$ cat src/rtl/fetch_sequencer.sv
// fetch_sequencer: two-phase instruction fetch / program-counter stage.
// FETCH presents PC on IMEM_ADDR and latches the ROM word into IR at the end
// of the cycle. EXEC exposes OPCode/A to the decoder and applies its strobes
// to compute the next PC. The address is held steady for the whole FETCH
// cycle and comes straight from the PC register, so the decoder strobes never
// reach the ROM address combinationally. A small return-address stack
// serves Call/ret.
module fetch_sequencer #(
  parameter int              AW        = 16,
  parameter int              IW        = 16,
  parameter int              DEPTH     = 8,
  parameter logic [AW-1:0]   RESET_VEC = '0
) (
  input  logic                   CLK,
  input  logic                   RSTn,
  input  logic                   STALL,
  output logic [AW-1:0]          IMEM_ADDR,
  input  logic [IW-1:0]          IMEM_DATA,
  output logic [IW-1:0]          IR,
  output logic [4:0]             OPCode,
  output logic [1:0]             A,
  output logic                   EXEC,
  input  logic                   PCpp,
  input  logic                   JMP,
  input  logic                   ret,
  input  logic                   Call,
  input  logic [AW-1:0]          JADDR,
  output logic [$clog2(DEPTH):0] SP,
  output logic                   OVF,
  output logic                   UNF
);
  localparam int             SPW     = $clog2(DEPTH) + 1;
  localparam int             IXW     = SPW - 1;
  localparam logic [SPW-1:0] SP_FULL = SPW'(DEPTH);

  typedef enum logic {S_FETCH = 1'b0, S_EXEC = 1'b1} state_t;

  state_t         r_state, w_state_nxt;
  logic [AW-1:0]  r_pc, w_pc_nxt, w_pc_inc;
  logic [IW-1:0]  r_ir;
  logic [SPW-1:0] r_sp, w_sp_nxt, w_sp_dec;
  logic           r_ovf, r_unf, w_ovf_nxt, w_unf_nxt;
  logic [AW-1:0]  r_stack [DEPTH];
  logic           w_exec, w_step, w_load_ir, w_push;

  // State register.
  always_ff @(posedge CLK or negedge RSTn) begin
    if (!RSTn) r_state <= S_FETCH;
    else       r_state <= w_state_nxt;
  end

  // Next state: strict FETCH/EXEC alternation, frozen while stalled.
  always_comb begin
    w_state_nxt = r_state;
    if (!STALL) begin
      if (r_state == S_FETCH) w_state_nxt = S_EXEC;
      else                    w_state_nxt = S_FETCH;
    end
  end

  // FSM outputs: EXEC flag, and qualified update enables for IR and PC.
  always_comb begin
    w_exec    = (r_state == S_EXEC);
    w_step    = w_exec && !STALL;
    w_load_ir = !w_exec && !STALL;
  end

  assign w_pc_inc = r_pc + 1'b1;   // wraps modulo 2^AW
  assign w_sp_dec = r_sp - 1'b1;

  // Next PC / stack pointer / sticky flags; ret > Call > JMP > PCpp > hold.
  always_comb begin
    w_pc_nxt  = r_pc;
    w_sp_nxt  = r_sp;
    w_ovf_nxt = r_ovf;
    w_unf_nxt = r_unf;
    w_push    = 1'b0;
    if (w_step) begin
      if (ret) begin
        if (r_sp != '0) begin
          w_pc_nxt = r_stack[w_sp_dec[IXW-1:0]];
          w_sp_nxt = w_sp_dec;
        end else begin
          w_pc_nxt  = RESET_VEC;
          w_unf_nxt = 1'b1;
        end
      end else if (Call) begin
        // A full stack drops the return address but still takes the jump.
        if (r_sp != SP_FULL) begin
          w_push   = 1'b1;
          w_sp_nxt = r_sp + 1'b1;
        end else begin
          w_ovf_nxt = 1'b1;
        end
        w_pc_nxt = JADDR;
      end else if (JMP) begin
        w_pc_nxt = JADDR;
      end else if (PCpp) begin
        w_pc_nxt = w_pc_inc;
      end
    end
  end

  // Architectural registers; reset abandons any in-flight fetch.
  always_ff @(posedge CLK or negedge RSTn) begin
    if (!RSTn) begin
      r_pc  <= RESET_VEC;
      r_ir  <= '0;
      r_sp  <= '0;
      r_ovf <= 1'b0;
      r_unf <= 1'b0;
    end else begin
      r_pc  <= w_pc_nxt;
      r_sp  <= w_sp_nxt;
      r_ovf <= w_ovf_nxt;
      r_unf <= w_unf_nxt;
      if (w_load_ir) r_ir <= IMEM_DATA;
    end
  end

  // Return stack storage; contents need no reset since SP gates every read.
  always_ff @(posedge CLK) begin
    if (w_push) r_stack[r_sp[IXW-1:0]] <= w_pc_inc;
  end

  assign IMEM_ADDR = r_pc;
  assign IR        = r_ir;
  assign OPCode    = r_ir[IW-1:IW-5];
  assign A         = r_ir[IW-6:IW-7];
  assign EXEC      = w_exec;
  assign SP        = r_sp;
  assign OVF       = r_ovf;
  assign UNF       = r_unf;

endmodule

$ cat config.mk
export PLATFORM = sky130hd
export DESIGN_NAME = fetch_sequencer
export DESIGN_NICKNAME = d
export VERILOG_FILES = /design/src/rtl/fetch_sequencer.sv
export SDC_FILE = /design/constraint.sdc
export NUM_CORES = 1
export LEC_CHECK = 0
export ABC_AREA = 1
export BUFFER_PORTS_ARGS = -buffer_cell sky130_fd_sc_hd__buf_4
export CAP_MARGIN = 20
export CORE_ASPECT_RATIO = 1.2
export CORE_UTILIZATION = 50
export DETAILED_ROUTE_END_ITERATION = 12
export PLACE_DENSITY = 0.7
export SYNTH_ARGS = -nofsm -noshare
export SYNTH_HDL_FRONTEND = slang
export SYNTH_SLANG_ARGS = --single-unit
$ cat constraint.sdc
create_clock -name CLK -period 3.4 [get_ports CLK]
set_input_delay 0.85 -clock CLK [delete_from_list [all_inputs] [get_ports CLK]]
set_output_delay 0.85 -clock CLK [all_outputs]
set_load 0.005 [all_outputs]
==> results of run 1 <==
## registers in the layout, indices dropped and copies added, names as in the netlist
register   count
r_stack      128
IMEM_ADDR     16
SP             4
IR            16
EXEC           1
OVF            1
UNF            1
## final cells by class
type / count / area (sq um)
well taps: 200 / 250
clock buffers: 23 / 499
inverters: 39 / 149
repair buffers: 99 / 743
flip-flops and latches: 167 / 4820
multi-input cells: 503 / 2270
clock inverters: 9 / 67.6
fillers: 1206 / 5670
## final timing paths
path	from	to	slack, ns
worst max register to register	SP[1]$_DFFE_PN0P_	IMEM_ADDR[4]$_DFFE_PN0P_	0.80
max in group asynchronous	RSTn	SP[0]$_DFFE_PN0P_	2.63
worst max-delay path	SP[1]$_DFFE_PN0P_	IMEM_ADDR[4]$_DFFE_PN0P_	0.80
worst min register to register	IR[1]$_DFFE_PN0P_	IR[1]$_DFFE_PN0P_	0.48
min in group CLK	IR[1]$_DFFE_PN0P_	IR[1]$_DFFE_PN0P_	0.48
worst min-delay path	RSTn	SP[1]$_DFFE_PN0P_	0.40
## layer usage
layer  track usage  wire length [um]  vias up
li1              -                 -     2669
met5             0                 0        -
met2         0.509             10800      248
met1         0.316              7280     2780
met3        0.0586              1360       54
met4         0.156               871        0
## synth_stat cells (3+ instances only)
library cell	number	share of area
a21oi_1	11	0.0074
buf_2	14	0.0094
buf_4	11	0.011
clkbuf_1	15	0.0076
dfrtp_1	39	0.13
edfxtp_1	128	0.52
ha_1	4	0.0067
inv_1	36	0.018
nand2_1	163	0.082
nand3_1	47	0.032
nand4_1	7	0.0059
nor2_1	162	0.082
o211ai_1	20	0.020
o21ai_0	72	0.048
xnor2_1	3	0.0035
xor2_1	5	0.0059
## metrics by stage
step / total power, W / hold slack [ns]
3_5_place_dp: 0.00626 / 0.463
5_1_grt: 0.00853 / 0.433
4_1_cts: 0.00809 / 0.401
3_3_place_gp: 0.00621 / 0.459
6_report: 0.00808 / 0.397
2_1_floorplan: 0.00496 / 0.451
## power by group
part           internal [W]  total [W]  switching (W)
combinational       0.00104    0.00328        0.00224
clock               0.00104    0.00182       0.000783
sequential          0.00270    0.00298       0.000281
## logic make-up after synthesis
logic type | synth area share
AOI/OAI and AO/OA | 0.0791
buffers and inverters | 0.0495
DFF | 0.647
xor gates and xnor gates | 0.0116
adders and majority gates | 0.00672
and+or+nand+nor | 0.206
## worst reg2reg max path: stages (launching register included)
cell and delay [ns]:
dfrtp_1 0.49, inv_1 0.14, ha_1 0.44, buf_4 0.49
o21ai_0 0.25, o211ai_1 0.28, nand3_1 0.22, a21oi_1 0.21
==> flow_summary.yaml, run 1 <==
run_status:
  status: "complete, no violations"
final_layout:
  nets: 870
  layout_common_cells: "nand2_1 (163), nor2_1 (161), edfxtp_1 (128)"
  syn2layout_area_growth_pct: 18.2
  drive_above_1_share: 0.167
  n_antenna_cell: 0
  design_area_sq_um: 8800
  final_common_cell: "nand2_1"
  fin_util: 0.608
  fin_cells: 1040
synth:
  synthesis.nets: 793
  synth_cells: 750
  synth_area_sq_um: 7450
  yosysWarningCount: 0
  async_flop_share: 0.234
  synth_enable_flop_cells: 128
  synth-main-ff-cell: "edfxtp_1"
  ys_seq_area_frac: 0.647
  synthDistinctLibCells: 29
  ys_ff_latch: 167
  avgSynthCellArea_sq_um: 9.93
die:
  design.core.area_sq_um: 14500
  fp.dieW_um: 113
  io_pins: 85
  die_height_um: 136
  initial_core_util: 0.515
  placementRows: 48
  die_area_sq_um: 15400
timing:
  setup_viol: 0
  tightest_slew_ns: 0.723
  min_period_ns: 2.60
  rsz0062_at_grt: "false"
  hold_viol_final: 0
  fin_ws_ns: 0.797
  maxSlewHeadroom: 0.518
  fmax_mhz: 384
  final_max_slew_viol_count: 0
  setup_tns_ns: 0
  finClkSkew_ns: 0.00704
  finalCritPeriodShare: 0.766
worst_setup_path:
  startpoint_type: "register"
  worstSetupPathType: "reg2reg"
  crit_family: "compound AO/OA/AOI/OAI gates"
  path_depth: 7
  crit_required_ns: 3.75
  path_buf_inv: 2
  path_cells: "inv_1 -> ha_1 -> buf_4 -> o21ai_0 -> o211ai_1 -> nand3_1 -> a21oi_1"
  path_max_fanout: 51
  critPathMaxStageDelay_ns: 0.49
  arrival_ns: 2.95
  reg2reg_depth: 7
  end_kind: "register"
  cp_slowest_cell: "dfrtp_1"
global_route:
  antenna_found_initial: 0
  grt_max_degree: 69
  track_usage: 0.284
  grt_pass1_wl_um: 31600
  grt_pass1_vias: 5734
  grt-ovfl-total: 0
clock_tree:
  cts_buffers: 17
  cts_buffer_depth: 2
  clock_sinks: 167
  path_clk_slew_ns: 0.06
  cts_setup_buffers: 0
  cts_max_level: 4
  cts_tree: "built"
  cts_resized: 0
  clock_latency_ns: 0.43
  root_buffer: "clkbuf_16"
  cts-hold-fix-buffers: 0
power_and_ir_drop:
  leakage_nw: 3.61
  ir_drop_mv: 0.447
  powerDensity_nw_per_um2: 918
route:
  drt_first_iter_violations: 520
  routed_via_density: 5.53
  ant_nets: 0
  wire_per_inst_um: 19.5
  drc_errors: 0
  vias: 5751
  first_pass_iters: 5
  drt_wl_total_um: 20300
placement:
  dp_cells: 1008
  gp_congestion: 0.924
  io_buffer_count: 84
  dp_slack_ns: 0.608
  dp_hpwl_um: 13900
  dpl-instance-area_sq_um: 8240
run:
  drv_cap: 0
worst_hold_path:
  worst_hold_path_type: "in2async"
(Power assumes the default switching activity.)
==> run 2, diff against run 1 <==
Settings changed: ABC_AREA 1 to 0.
Clock period 3.4 ns to 2.65 ns, I/O delays scaled along.
==> flow_summary.yaml, run 2 <==
run_status:
  status: "complete, but fails checks"
  failed_checks: "design-rule violations"
route:
  wire_per_inst_um: 22.9
  met3_length_um: 1240
  highest_layer: "met4"
  routed_via_density: 5.96
  ant_nets: 0
  first_pass_iters: 10
  drc_errors: 15
  routed-wl-met2_um: 8450
  drt_wl_total_um: 16600
  wl_met1_um: 6150
  drt_first_iter_violations: 388
  vias: 4312
worst_setup_path:
  reg2reg_depth: 5
  r2r_end: "r_stack[0][12]$_DFFE_PP_"
  path_max_fanout: 6
  crit_required_ns: 2.82
  cp_slowest_cell: "dfrtp_1"
  worstSetupPathType: "reg2reg"
  critPathMaxStageDelay_ns: 0.53
  end_kind: "register"
  path_cells: "ha_1 -> nand4_1 -> nor3_1 -> xor2_1 -> buf_4"
  r2r-start: "IMEM_ADDR[1]$_DFFE_PN0P_"
  arrival_ns: 2.49
  startpoint_type: "register"
  rrSetupSlack_ns: 0.34
power_and_ir_drop:
  ir_drop_mv: 0.485
  powerDensity_nw_per_um2: 1160
  leakage_nw: 3.31
die:
  die_height_um: 134
  io_pins: 85
  design.core.area_sq_um: 13900
  initial_core_util: 0.520
  fp.dieW_um: 112
  die_area_sq_um: 15000
  placementRows: 47
timing:
  hold_viol_final: 0
  tightest_slew_ns: 0.796
  final_max_slew_viol_count: 0
  finalCritPeriodShare: 0.874
  rsz0062_at_grt: "false"
  holdWs_ns: 0.217
  maxSlewHeadroom: 0.465
  min_period_ns: 2.31
  setup_viol: 0
  finClkSkew_ns: 0.0123
  fmax_mhz: 432
clock_tree:
  path_clk_slew_ns: 0.07
  root_buffer: "clkbuf_16"
  clock_latency_ns: 0.43
  cts_buffers: 17
  cts_max_level: 4
  cts_resized: 0
  cts_buffer_depth: 2
  cts_tree: "built"
  cts-hold-fix-buffers: 0
  clock_sinks: 167
  cts_setup_buffers: 0
placement:
  dp_hpwl_um: 11400
  io_buffer_count: 84
  dp_cells: 691
  dpl-instance-area_sq_um: 8250
  gp_congestion: 0.904
synth:
  yosysWarningCount: 0
  synth_top_area_share: 0.531
  yosysMostFrequentCell: "edfxtp_1"
  async_flop_share: 0.234
  synthesis.nets: 473
  synth_cells: 430
  yosys.area.top_type: "edfxtp_1"
  synthDistinctLibCells: 63
  synth_enable_flop_cells: 128
  synth_area_sq_um: 7240
  avgSynthCellArea_sq_um: 16.8
  synth-main-ff-cell: "edfxtp_1"
  ys_top_cells_by_area: "edfxtp_1 (53%), dfrtp_1 (13%), mux4_2 (6.2%)"
  ys_seq_area_frac: 0.666
  synthTopCellsByCount: "edfxtp_1 (128), dfrtp_1 (39), nor2_1 (35)"
  ys_ff_latch: 167
final_layout:
  design_area_sq_um: 8840
  final_common_cell: "edfxtp_1"
  n_antenna_cell: 0
  drive_above_1_share: 0.371
  syn2layout_area_growth_pct: 22.0
  largest_register_ffs: 128
  fin_util: 0.634
  layout_common_cells: "edfxtp_1 (128), buf_4 (108), dfrtp_1 (38)"
  fin_cells: 723
  nets: 582
global_route:
  track_usage: 0.239
  antenna_found_initial: 0
  grt-ovfl-total: 0
  grt_pass1_wl_um: 25600
  grt_pass1_vias: 4277
  grt_max_degree: 40
run:
  drv_cap: 0
worst_hold_path:
  worst_hold_path_type: "in2async"
[run 2: cell count changes after synthesis, moves of 8 or more]
cell | previous run | this run
clkbuf_1 | 15 | 5
mux2_2 | 0 | 18
buf_2 | 14 | 6
nand3_1 | 47 | 7
o21ai_0 | 72 | 11
mux4_1 | 0 | 12
nor2_1 | 162 | 35
mux4_2 | 0 | 20
mux2i_1 | 0 | 16
o211ai_1 | 20 | 5
nor3_1 | 1 | 9
inv_1 | 36 | 6
nand2_1 | 163 | 10
[run 2: layout make-up]
type                    count  area, sq um
clock buffers              17          425
clock inverters            15          160
fillers                   991         5100
inverters                   6         22.5
multi-input cells         232         2240
flip-flops and latches    167         4820
well taps                 171          214
repair buffers            115          951
[run 2: worst max-delay path: cells and delay by family, from the launching register on]
| family | cells | cell delay (ns) |
|---|---|---|
| fa+ha+maj | 1 | 0.28 |
| simple gates | 2 | 0.85 |
| flops | 1 | 0.53 |
| buf+inv | 1 | 0.20 |
| xor+xnor | 1 | 0.21 |
[run 2: metal layers]
metal | GRT usage | vias to the layer above
met2 | 0.395 | 237
li1 | - | 1913
met4 | 0.126 | 0
met1 | 0.303 | 2119
met5 | 0 | -
met3 | 0.0434 | 43
[run 2: kinds of logic (layout without fill, tap and decap cells)]
kind of cell	count (synthesis)	after routing	share of synthesized area
xor+xnor	20	20	0.0263
flops	167	167	0.666
fa+ha+maj	4	4	0.00691
buf+inv	31	153	0.0280
mux	66	66	0.156
simple gates	93	93	0.0712
compound gates	49	49	0.0461
[run 2: how the worst max path moves through the flow]
stage,endpoint,start,slack (ns),depth (start not counted)
3_5_place_dp,r_stack[6][8]$_DFFE_PP_,STALL,0.28,5
4_1_cts,r_stack[0][12]$_DFFE_PP_,IMEM_ADDR[1]$_DFFE_PN0P_,0.39,5
5_1_grt,r_stack[4][8]$_DFFE_PP_,IMEM_ADDR[0]$_DFFE_PN0P_,0.26,5
6_report,r_stack[0][12]$_DFFE_PP_,IMEM_ADDR[1]$_DFFE_PN0P_,0.34,5
3_3_place_gp,r_stack[4][13]$_DFFE_PP_,STALL,0.30,5
2_1_floorplan,r_stack[2][0]$_DFFE_PP_,SP[0]$_DFFE_PN0P_,-0.24,7
[run 2: where the power goes]
part           internal [W]  switching [W]  total [W]
clock network       0.00134        0.00108    0.00241
logic               0.00190        0.00200    0.00389
registers           0.00352       0.000418    0.00394
[run 2: metrics by stage]
step / setup slack (ns) / setup TNS [ns] / power [W]
after floorplan: -0.242 / -14.75 / 0.00626
after global placement: 0.300 / 0 / 0.00780
after detailed placement: 0.281 / 0 / 0.00790
after CTS: 0.391 / 0 / 0.0103
after global routing: 0.259 / 0 / 0.0107
final: 0.335 / 0 / 0.0102
